File: src/rtl/fpall_issue_ctrl.sv
// Issue controller and in-order result FIFO around the fixed-latency shared FP unit.
// Credit accounting (buffered + in-flight) guarantees a captured result always has a slot.
package FPALL_pkg;
  typedef enum logic [1:0] {FP16 = 2'd0, FP32 = 2'd1} fp_fmt_e;
  typedef enum logic [1:0] {OP_ADD = 2'd0, OP_SUB = 2'd1, OP_MUL = 2'd2, OP_CMP = 2'd3} fp_op_e;
endpackage

module fpall_issue_ctrl
  import FPALL_pkg::*;
#(
  parameter int LAT   = 2,
  parameter int II    = 2,
  parameter int DEPTH = 4,
  parameter int TAG_W = 4
) (
  input  logic             clk,
  input  logic             rst,
  input  logic             in_valid,
  output logic             in_ready,
  input  fp_fmt_e          in_fmt,
  input  fp_op_e           in_op,
  input  logic [31:0]      in_x,
  input  logic [31:0]      in_y,
  input  logic [TAG_W-1:0] in_tag,
  output fp_fmt_e          fpu_fmt,
  output fp_op_e           fpu_opcode,
  output logic [31:0]      fpu_x,
  output logic [31:0]      fpu_y,
  input  logic [31:0]      fpu_r,
  output logic             out_valid,
  input  logic             out_ready,
  output logic [31:0]      out_r,
  output logic [TAG_W-1:0] out_tag,
  output logic             busy
);

  localparam int PW  = $clog2(DEPTH);
  localparam int CW  = PW + 1;
  localparam int IIW = (II > 1) ? $clog2(II) : 1;
  localparam int IFW = $clog2(LAT + 1);

  typedef struct packed {
    logic [31:0]      r;
    logic [TAG_W-1:0] tag;
  } entry_t;

  logic [LAT-1:0]   vpipe_q, vpipe_d;
  logic [TAG_W-1:0] tpipe_q [LAT];
  logic [TAG_W-1:0] tpipe_d [LAT];
  logic [IIW-1:0]   ii_cnt_q, ii_cnt_d;
  logic [IFW-1:0]   inflight_q, inflight_d;
  logic [PW-1:0]    wr_ptr_q, wr_ptr_d, rd_ptr_q, rd_ptr_d;
  logic [CW-1:0]    count_q, count_d;
  fp_fmt_e          fmt_q, fmt_d;
  fp_op_e           op_q, op_d;
  logic [31:0]      x_q, x_d, y_q, y_d;
  entry_t           mem_q [DEPTH];

  logic             issue, push, pop, full;
  logic [CW:0]      credit_used;

  // Credit is judged on registered state only; a pop this cycle frees a slot next cycle.
  assign credit_used = (CW+1)'(count_q) + (CW+1)'(inflight_q);
  assign in_ready    = !rst && (ii_cnt_q == '0) && (credit_used < (CW+1)'(DEPTH));
  assign issue       = in_valid && in_ready;
  assign push        = vpipe_q[LAT-1];
  assign out_valid   = (count_q != '0);
  assign pop         = out_valid && out_ready;
  assign full        = (count_q == CW'(DEPTH));
  assign busy        = (inflight_q != '0) || out_valid;

  assign fpu_fmt     = fmt_q;
  assign fpu_opcode  = op_q;
  assign fpu_x       = x_q;
  assign fpu_y       = y_q;
  assign out_r       = mem_q[rd_ptr_q].r;
  assign out_tag     = mem_q[rd_ptr_q].tag;

  always_comb begin
    // NOTE: every _d starts from its _q so no branch can leave a value unassigned (no latches).
    vpipe_d    = vpipe_q;
    tpipe_d    = tpipe_q;
    ii_cnt_d   = ii_cnt_q;
    inflight_d = inflight_q;
    wr_ptr_d   = wr_ptr_q;
    rd_ptr_d   = rd_ptr_q;
    count_d    = count_q;
    fmt_d      = fmt_q;
    op_d       = op_q;
    x_d        = x_q;
    y_d        = y_q;

    vpipe_d[0] = issue;
    tpipe_d[0] = in_tag;
    for (int i = 1; i < LAT; i++) begin
      vpipe_d[i] = vpipe_q[i-1];
      tpipe_d[i] = tpipe_q[i-1];
    end

    if (issue) begin
      fmt_d    = in_fmt;
      op_d     = in_op;
      x_d      = in_x;
      y_d      = in_y;
      ii_cnt_d = IIW'(II - 1);
    end else if (ii_cnt_q != '0) begin
      ii_cnt_d = ii_cnt_q - IIW'(1);
    end

    case ({issue, push})
      2'b10:   inflight_d = inflight_q + IFW'(1);
      2'b01:   inflight_d = inflight_q - IFW'(1);
      default: inflight_d = inflight_q;
    endcase

    if (push) wr_ptr_d = wr_ptr_q + PW'(1);
    if (pop)  rd_ptr_d = rd_ptr_q + PW'(1);
    case ({push, pop})
      2'b10:   count_d = count_q + CW'(1);
      2'b01:   count_d = count_q - CW'(1);
      default: count_d = count_q;
    endcase
  end

  // NOTE: sequential state uses non-blocking assignments so all flops update from pre-edge values.
  always_ff @(posedge clk) begin
    if (rst) begin
      vpipe_q    <= '0;
      ii_cnt_q   <= '0;
      inflight_q <= '0;
      wr_ptr_q   <= '0;
      rd_ptr_q   <= '0;
      count_q    <= '0;
      fmt_q      <= FP16;
      op_q       <= OP_ADD;
      x_q        <= '0;
      y_q        <= '0;
    end else begin
      vpipe_q    <= vpipe_d;
      ii_cnt_q   <= ii_cnt_d;
      inflight_q <= inflight_d;
      wr_ptr_q   <= wr_ptr_d;
      rd_ptr_q   <= rd_ptr_d;
      count_q    <= count_d;
      fmt_q      <= fmt_d;
      op_q       <= op_d;
      x_q        <= x_d;
      y_q        <= y_d;
    end
  end

  // NOTE: tag pipe and FIFO storage carry no reset; they are qualified by vpipe/count, which do.
  always_ff @(posedge clk) begin
    tpipe_q <= tpipe_d;
    if (push && !rst) mem_q[wr_ptr_q] <= '{r: fpu_r, tag: tpipe_q[LAT-1]};
  end

  a_no_overflow: assert property (@(posedge clk) disable iff (rst) !(push && full));

endmodule

File: config.mk
export PLATFORM = sky130hd
export DESIGN_NAME = fpall_issue_ctrl
export DESIGN_NICKNAME = d
export VERILOG_FILES = /design/src/rtl/fpall_issue_ctrl.sv
export SDC_FILE = /design/constraint.sdc
export NUM_CORES = 1
export LEC_CHECK = 0
export BUFFER_PORTS_ARGS = -buffer_cell sky130_fd_sc_hd__buf_2
export CORE_MARGIN = 10
export CORE_UTILIZATION = 40
export DETAILED_ROUTE_END_ITERATION = 8
export PLACE_DENSITY_LB_ADDON = 0.2
export RECOVER_POWER = 100
export SLEW_MARGIN = 20
export SYNTH_ARGS = -nofsm -noshare
export SYNTH_HDL_FRONTEND = slang
export SYNTH_SLANG_ARGS = --single-unit
File: constraint.sdc
create_clock -name clk -period 6.2 [get_ports clk]
set_input_delay 1.24 -clock clk [delete_from_list [all_inputs] [get_ports clk]]
set_output_delay 1.24 -clock clk [all_outputs]
set_load 0.005 [all_outputs]
# Word-level counts from Yosys, hierarchy flattened
# Memory sizes are Yosys's and may differ from the RTL's. A register that Yosys moved wholly into a read port is not among the register bits.
# Index checks and enable logic that the tools add are counted.
op_classes:
  muxes: 8
  reduce_logical: 11
  n_lt_le_gt_ge: 1
  bitwise: 1
  eq_ne: 4
  addsub: 8
op_table:
  columns: ["operator", "count"]
  rows:
  - ["adder 2 x 1 -> 2 bit (second input constant)", 3]
  - ["one-hot mux 3 bit (2 select lines)", 1]
  - ["nonzero test 2 bit", 3]
  - ["logical AND 1 bit", 5]
  - ["adder 3 x 2 -> 4 bit", 1]
  - ["== test 2 x 1 -> 1 bit (second input constant)", 2]
  - ["== test 2 bit (second input constant)", 2]
  - ["less-than comparator 4 x 3 -> 1 bit (second input constant)", 1]
  - ["2-to-1 mux 1 bit", 4]
  - ["2-to-1 mux 2 bit", 2]
  - ["one-hot mux 2 bit (2 select lines)", 1]
  - ["adder 3 x 1 -> 3 bit (second input constant)", 1]
  - ["nonzero test 3 bit", 1]
  - ["subtractor 3 x 1 -> 3 bit (second input constant)", 1]
  - ["subtractor 2 x 1 -> 2 bit (second input constant)", 1]
  - ["logical NOT 1 bit", 1]
  - ["logical OR 1 bit", 1]
  - ["NOT 1 bit", 1]
  - ["subtractor 1 bit (second input constant)", 1]
word_totals:
  wordCells: 46
  reg_bits: 88
  output_inout_bits: 107
  mem_bits_rw: 144
  n_memories: 1
mem_list:
  columns: ["memory", "depth", "width", "read_ports", "rd_ports_with_merged_regs", "write_ports", "line", "source"]
  rows:
  - ["mem_q", 4, 36, 1, 1, 1, "57", "entry_t mem_q [DEPTH];"]

# Logic depth before layout (Yosys ltp)
logic_depth:
  word_depth: 6
  mapped_depth: 10
  ltp_nobuf: 8

# Worst setup path after synthesis
# No wires, ideal clock.
synth_timing:
  kind: "input to register"
  start: "input port rst"
  end: "memory mem_q[0][0] (netlist bit), enable pin"
  setup_time_ns: 0.397
  path_slack_ns: 3.194
  arrival_time_ns: 2.609
  path_stages: 4
  path_cell_list: "buf_6 > clkbuf_1 > nor2_1 > and2_1"
synth_between:
  elab_chain_cells: 4
synth_rtl:
  columns: ["item", "line", "source"]
  rows:
  - ["start, declared", "17", "input logic rst,"]
  - ["logical NOT 1 bit", "155", "if (push && !rst) mem_q[wr_ptr_q] <= '{r: fpu_r, tag: tpipe_q[LAT-1]};"]
  - ["logical AND 1 bit", "155", null]
  - ["2-to-1 mux 1 bit", "155", null]
  - ["2-to-1 mux 1 bit (implied by the code)", "155", null]
  - ["end, declared", "57", null]
# No other way between the ends.

# Worst setup path in the final report
layout_timing:
  start: "input port rst"
  end: "memory mem_q[0][5] (netlist bit), enable pin"
# The elaborated chain is that of the path after synthesis.

==> impl_results.html <==
<table>
<tr><th>Metric</th><th>Value</th></tr>
<tr><th colspan="2">STA</th></tr>
<tr><td>Worst-case clock skew</td><td>9.23 ps</td></tr>
<tr><td>Pin slew with the least headroom to its limit</td><td>2760 ps</td></tr>
<tr><td>Final count of pins violating max slew</td><td>217</td></tr>
<tr><td>Worst hold margin</td><td>318 ps</td></tr>
<tr><td>Total negative slack</td><td>0 ps</td></tr>
<tr><td>Max Clock Freq</td><td>approximately 250 MHz</td></tr>
<tr><td>Normalized max-slew margin</td><td>-84.4%</td></tr>
<tr><td>Portion of the clock cycle consumed by the worst path in the final layout</td><td>64.8%</td></tr>
<tr><td>Final setup fails</td><td>0</td></tr>
<tr><td>Minimum period implied by the final worst setup slack</td><td>4020 ps</td></tr>
<tr><td>Number of endpoints with negative hold slack in the final report</td><td>0</td></tr>
<tr><td>Unrepaired setup endpoints after global routing</td><td>false</td></tr>
<tr><th colspan="2">Worst setup path</th></tr>
<tr><td>Critical Path AT</td><td>4090 ps</td></tr>
<tr><td>Reg2Reg Setup Slack</td><td>a little under 3000 ps</td></tr>
<tr><td>Reg2Reg Depth</td><td>3</td></tr>
<tr><td>Maximum fanout along the worst path</td><td>81</td></tr>
<tr><td>Worst r2r src</td><td>vpipe_q[1]</td></tr>
<tr><td>Path type of the worst setup path</td><td>in -&gt; reg</td></tr>
<tr><td>Worst path required time</td><td>6270 ps</td></tr>
<tr><td>Critical Path Start Type</td><td>input port</td></tr>
<tr><td>Critical path endpoint category</td><td>register</td></tr>
<tr><td>RR Endpoint</td><td>mem_q[0][5]</td></tr>
<tr><th colspan="2">CTS</th></tr>
<tr><td>Count of cells resized by post-cts repair</td><td>0</td></tr>
<tr><td>Hold-fix buffers at CTS</td><td>0</td></tr>
<tr><td>Depth of the CTS H-tree</td><td>1</td></tr>
<tr><td>Count of clock tree sinks</td><td>233</td></tr>
<tr><td>Number of buffers inserted by post-CTS setup repair</td><td>0</td></tr>
<tr><td>Clock slew at the register clock pins of the worst setup and hold paths</td><td>60 ps</td></tr>
<tr><td>Maximum count of clock buffers along a single path</td><td>3</td></tr>
<tr><td>Clock tree from TritonCTS</td><td>yes</td></tr>
<tr><td>Num CTS Buffers</td><td>26</td></tr>
<tr><td>Clock Root Buffer</td><td>sky130_fd_sc_hd__clkbuf_16</td></tr>
<tr><td>Clock network latency to the later pin of the worst-skew pair</td><td>520 ps</td></tr>
<tr><th colspan="2">Synth</th></tr>
<tr><td>Net count after synthesis</td><td>598</td></tr>
<tr><td>Seq/Total Area, Yosys</td><td>70.6%</td></tr>
<tr><td>Synthesis Warnings</td><td>0</td></tr>
<tr><td>Flip-flop and latch count after synthesis</td><td>233</td></tr>
<tr><td>Number of distinct standard cells referenced by the synthesized netlist</td><td>26</td></tr>
<tr><td>Cell type contributing the most total cell area after synthesis</td><td>sky130_fd_sc_hd__edfxtp_1</td></tr>
<tr><td>Largest cells by area after synthesis</td><td>sky130_fd_sc_hd__edfxtp_1 (50%), sky130_fd_sc_hd__dfxtp_1 (21%), sky130_fd_sc_hd__mux4_2 (9.4%), sky130_fd_sc_hd__mux2_2 (7.7%), sky130_fd_sc_hd__nor2b_1 (5.0%)</td></tr>
<tr><td>Count of flip-flops with a built-in enable after synthesis</td><td>144</td></tr>
<tr><td>Netlist area before placement</td><td>about 0.0087 mm²</td></tr>
<tr><td>Mean instance size in the synthesized netlist</td><td>17.9 µm²</td></tr>
<tr><td>FFs w/ async S/R, synth</td><td>0%</td></tr>
<tr><td>Primary flip-flop cell chosen by synthesis mapping</td><td>sky130_fd_sc_hd__edfxtp_1</td></tr>
<tr><td>Top-area cell type share of the netlist area</td><td>50.0%</td></tr>
<tr><td>Post-synthesis instance total</td><td>482</td></tr>
<tr><th colspan="2">Floorplanning</th></tr>
<tr><td>Die width</td><td>167 µm</td></tr>
<tr><td>Total die area</td><td>0.0279 mm²</td></tr>
<tr><td>Core region area</td><td>0.0212 mm²</td></tr>
<tr><td>IO Count</td><td>215</td></tr>
<tr><td>Initial core utilization</td><td>between 40% and 50%</td></tr>
<tr><td>Die Span Y</td><td>167 µm</td></tr>
<tr><td>Standard-cell rows</td><td>53</td></tr>
<tr><th colspan="2">Finish</th></tr>
<tr><td>Final standard cell count with taps included and fillers excluded</td><td>between 900 and 1000</td></tr>
<tr><td>FILL cells</td><td>approximately 1800</td></tr>
<tr><td>Area delta synth-&gt;final</td><td>22.6%</td></tr>
<tr><td>Multi-input gate area</td><td>0.00235 mm²</td></tr>
<tr><td>Sequential cell area</td><td>0.00611 mm²</td></tr>
<tr><td>Summed area of non-filler cells in the final layout</td><td>between 0.01 and 0.015 mm²</td></tr>
<tr><td>Total Nets Final</td><td>819</td></tr>
<tr><td>Share of post-route cells with drive strength above 1</td><td>30.9%</td></tr>
<tr><th colspan="2">Min path</th></tr>
<tr><td>Worst hold path cell count</td><td>0</td></tr>
<tr><td>Source of the worst hold timing path</td><td>tpipe_d[2]</td></tr>
<tr><td>Path type of the worst min-delay path</td><td>reg -&gt; reg</td></tr>
<tr><td>Worst hold endpoint</td><td>tpipe_q[2]</td></tr>
<tr><th colspan="2">Global route</th></tr>
<tr><td>Wire length of the first global-routing pass</td><td>30.2 mm</td></tr>
<tr><td>Met2 Resource Use GR</td><td>a little over a fifth</td></tr>
<tr><td>Number of antenna violations at the first check in global routing</td><td>8</td></tr>
<tr><td>Highest-utilization routing layer at the global route stage</td><td>met2</td></tr>
<tr><td>Pin count of the biggest net entering global routing</td><td>82</td></tr>
<tr><td>Total global routing overflow</td><td>0</td></tr>
<tr><td>Global routing usage on met3</td><td>7.41%</td></tr>
<tr><td>Via count of the first global-routing pass</td><td>~5400</td></tr>
<tr><td>Total routing resource utilization after global routing</td><td>13.5%</td></tr>
<tr><td>Met1 usage in global routing</td><td>15.5%</td></tr>
<tr><th colspan="2">Place</th></tr>
<tr><td>Dpl hpwl</td><td>13.1 mm</td></tr>
<tr><td>Count of buffers from port buffering</td><td>between 200 and 250</td></tr>
<tr><td>Final GP Congestion</td><td>roughly 0.74</td></tr>
<tr><td>Post-placement cell area</td><td>around 0.010 mm²</td></tr>
<tr><td>Placed cell count</td><td>950</td></tr>
<tr><th colspan="2">Outcome</th></tr>
<tr><td>Failing checks</td><td>capacitance limit, slew limit</td></tr>
<tr><td>Result of the run</td><td>complete, but fails checks</td></tr>
<tr><th colspan="2">Detailed routing</th></tr>
<tr><td>Antenna-violating nets left</td><td>0</td></tr>
<tr><td>Via count of the routed design</td><td>4850</td></tr>
<tr><td>Number of DRC violations after detailed routing</td><td>0</td></tr>
<tr><td>Vias per Instance</td><td>between 4 and 5</td></tr>
<tr><td>First-pass detailed-route iteration total</td><td>4</td></tr>
<tr><td>Routed wire length</td><td>19.5 mm</td></tr>
<tr><td>Number of DRC violations after detailed-routing iteration 0</td><td>between 200 and 250</td></tr>
<tr><td>Post-detailed-route wirelength per cell</td><td>19.5 µm</td></tr>
<tr><th colspan="2">Pwr</th></tr>
<tr><td>Power density relative to cell area</td><td>345 mW/mm²</td></tr>
<tr><td>Total Power</td><td>approximately 3.7 mW</td></tr>
<tr><td>Peak ir drop on the vdd network</td><td>about 0.00019 V</td></tr>
<tr><td>LEAKAGE</td><td>3.80 nW</td></tr>
<tr><th colspan="2">Run</th></tr>
<tr><td>Count of max-cap constraint violations</td><td>5</td></tr>
</table>
cells by family after synthesis:
logic type / after synthesis / synth area share (%)
flip-flops: 233 / 70.6
multiplexers: 105 / 18.7
AND/OR/NAND/NOR: 91 / 6.51
buffers and inverters: 31 / 1.74
adder cells (fa/ha/maj): 8 / 1.24
AO/OA/AOI/OAI: 7 / 0.492
XOR/XNOR: 7 / 0.709
per-layer routing:
layer / vias up / routed length [µm]
met4: 8 / 487
met1: 2343 / 7810
met5: - / 51
li1: 2240 / -
met2: 218 / 8840
met3: 41 / 2320
critical path, stage by stage:
cell and delay, ps:
sky130_fd_sc_hd__buf_2 90, sky130_fd_sc_hd__buf_4 360, sky130_fd_sc_hd__nor2_1 300, sky130_fd_sc_hd__and2_0 2050
where the power goes:
group	switching, mW	internal [mW]
clock	0.583	0.915
sequential	0.0375	1.71
combinational	0.194	0.219
total	0.814	2.84
synthesized netlist by cell type, types with 2 or more instances:
master	instances
sky130_fd_sc_hd__buf_2	9
sky130_fd_sc_hd__mux2_2	59
sky130_fd_sc_hd__mux4_2	36
sky130_fd_sc_hd__o21ai_0	2
sky130_fd_sc_hd__buf_6	3
sky130_fd_sc_hd__nor2_1	10
sky130_fd_sc_hd__and2_1	5
sky130_fd_sc_hd__xnor2_1	3
sky130_fd_sc_hd__mux2_4	9
sky130_fd_sc_hd__or3_1	4
sky130_fd_sc_hd__clkbuf_1	12
sky130_fd_sc_hd__ha_1	7
sky130_fd_sc_hd__dfxtp_1	89
sky130_fd_sc_hd__nor2b_1	69
sky130_fd_sc_hd__inv_1	6
sky130_fd_sc_hd__xor2_1	4
sky130_fd_sc_hd__edfxtp_1	144
sky130_fd_sc_hd__a21oi_1	3
flip-flops by register name, summed over array words and instances, names as in the netlist, 3 cells and up, named ones only:
name and cells:
fpu_y 32, fpu_x 32, tpipe_q 4, mem_q 144
tpipe_d 4, count_q 3
through the flow:
stage                     util [%]  setup WS (ps)
after detailed placement      47.1           2570
after global placement        47.1           2590
after floorplan                  -           3190
after global routing          50.1           1760
after CTS                     51.1           2570
final                         50.1           2180
cell usage in the layout, fill, tap and decap left out:
cell | Yosys | routed
sky130_fd_sc_hd__nor2b_1 | 69 | 69
sky130_fd_sc_hd__or3_1 | 4 | 4
sky130_fd_sc_hd__dfxtp_1 | 89 | 88
sky130_fd_sc_hd__mux4_2 | 36 | 36
sky130_fd_sc_hd__clkinv_1 | 0 | 4
sky130_fd_sc_hd__nor2_1 | 10 | 10
sky130_fd_sc_hd__clkinv_2 | 0 | 8
sky130_fd_sc_hd__clkbuf_1 | 12 | 134
sky130_fd_sc_hd__and2_0 | 0 | 5
sky130_fd_sc_hd__clkinv_4 | 0 | 1
sky130_fd_sc_hd__mux2_1 | 0 | 7
sky130_fd_sc_hd__o311ai_0 | 1 | 1
sky130_fd_sc_hd__o31a_1 | 1 | 1
sky130_fd_sc_hd__inv_1 | 6 | 7
sky130_fd_sc_hd__buf_4 | 0 | 1
sky130_fd_sc_hd__xor2_1 | 4 | 4
sky130_fd_sc_hd__mux2i_1 | 1 | 1
sky130_fd_sc_hd__clkbuf_2 | 0 | 2
sky130_fd_sc_hd__buf_2 | 9 | 82
sky130_fd_sc_hd__ha_1 | 7 | 7
sky130_fd_sc_hd__dfxtp_2 | 0 | 1
sky130_fd_sc_hd__nor4_1 | 0 | 1
sky130_fd_sc_hd__buf_1 | 0 | 2
sky130_fd_sc_hd__a21oi_1 | 3 | 3
sky130_fd_sc_hd__xnor2_1 | 3 | 3
sky130_fd_sc_hd__mux2_2 | 59 | 59
sky130_fd_sc_hd__bufinv_16 | 0 | 3
sky130_fd_sc_hd__clkbuf_16 | 0 | 27
sky130_fd_sc_hd__fa_1 | 1 | 1
sky130_fd_sc_hd__diode_2 | 0 | 2
sky130_fd_sc_hd__o21ai_0 | 2 | 2
sky130_fd_sc_hd__nand3_1 | 1 | 1
sky130_fd_sc_hd__and3_4 | 1 | 1
sky130_fd_sc_hd__mux2_4 | 9 | 2
sky130_fd_sc_hd__edfxtp_1 | 144 | 144
worst max-delay path by stage:
stage	from	to	slack [ps]	depth (start not counted)
after global placement	rst	in_ready	2590	5
after CTS	rst	in_ready	2570	5
after floorplan	rst	mem_q[0][0]	3190	4
after global routing	rst	mem_q[3][6]	1760	4
final	rst	mem_q[0][5]	2180	4
after detailed placement	rst	fpu_x[14]	2570	7
final cells by class:
cell class,count,share of cell area (%)
flip-flops and latches,233,57.6
multi-input cells,218,22.2
repair buffers,217,8.71
clock buffers,31,6.51
well taps,275,3.24
clock inverters,16,1.45
inverters,7,0.248
diodes,2,0.0472
Power figures use the tool's default switching activity.
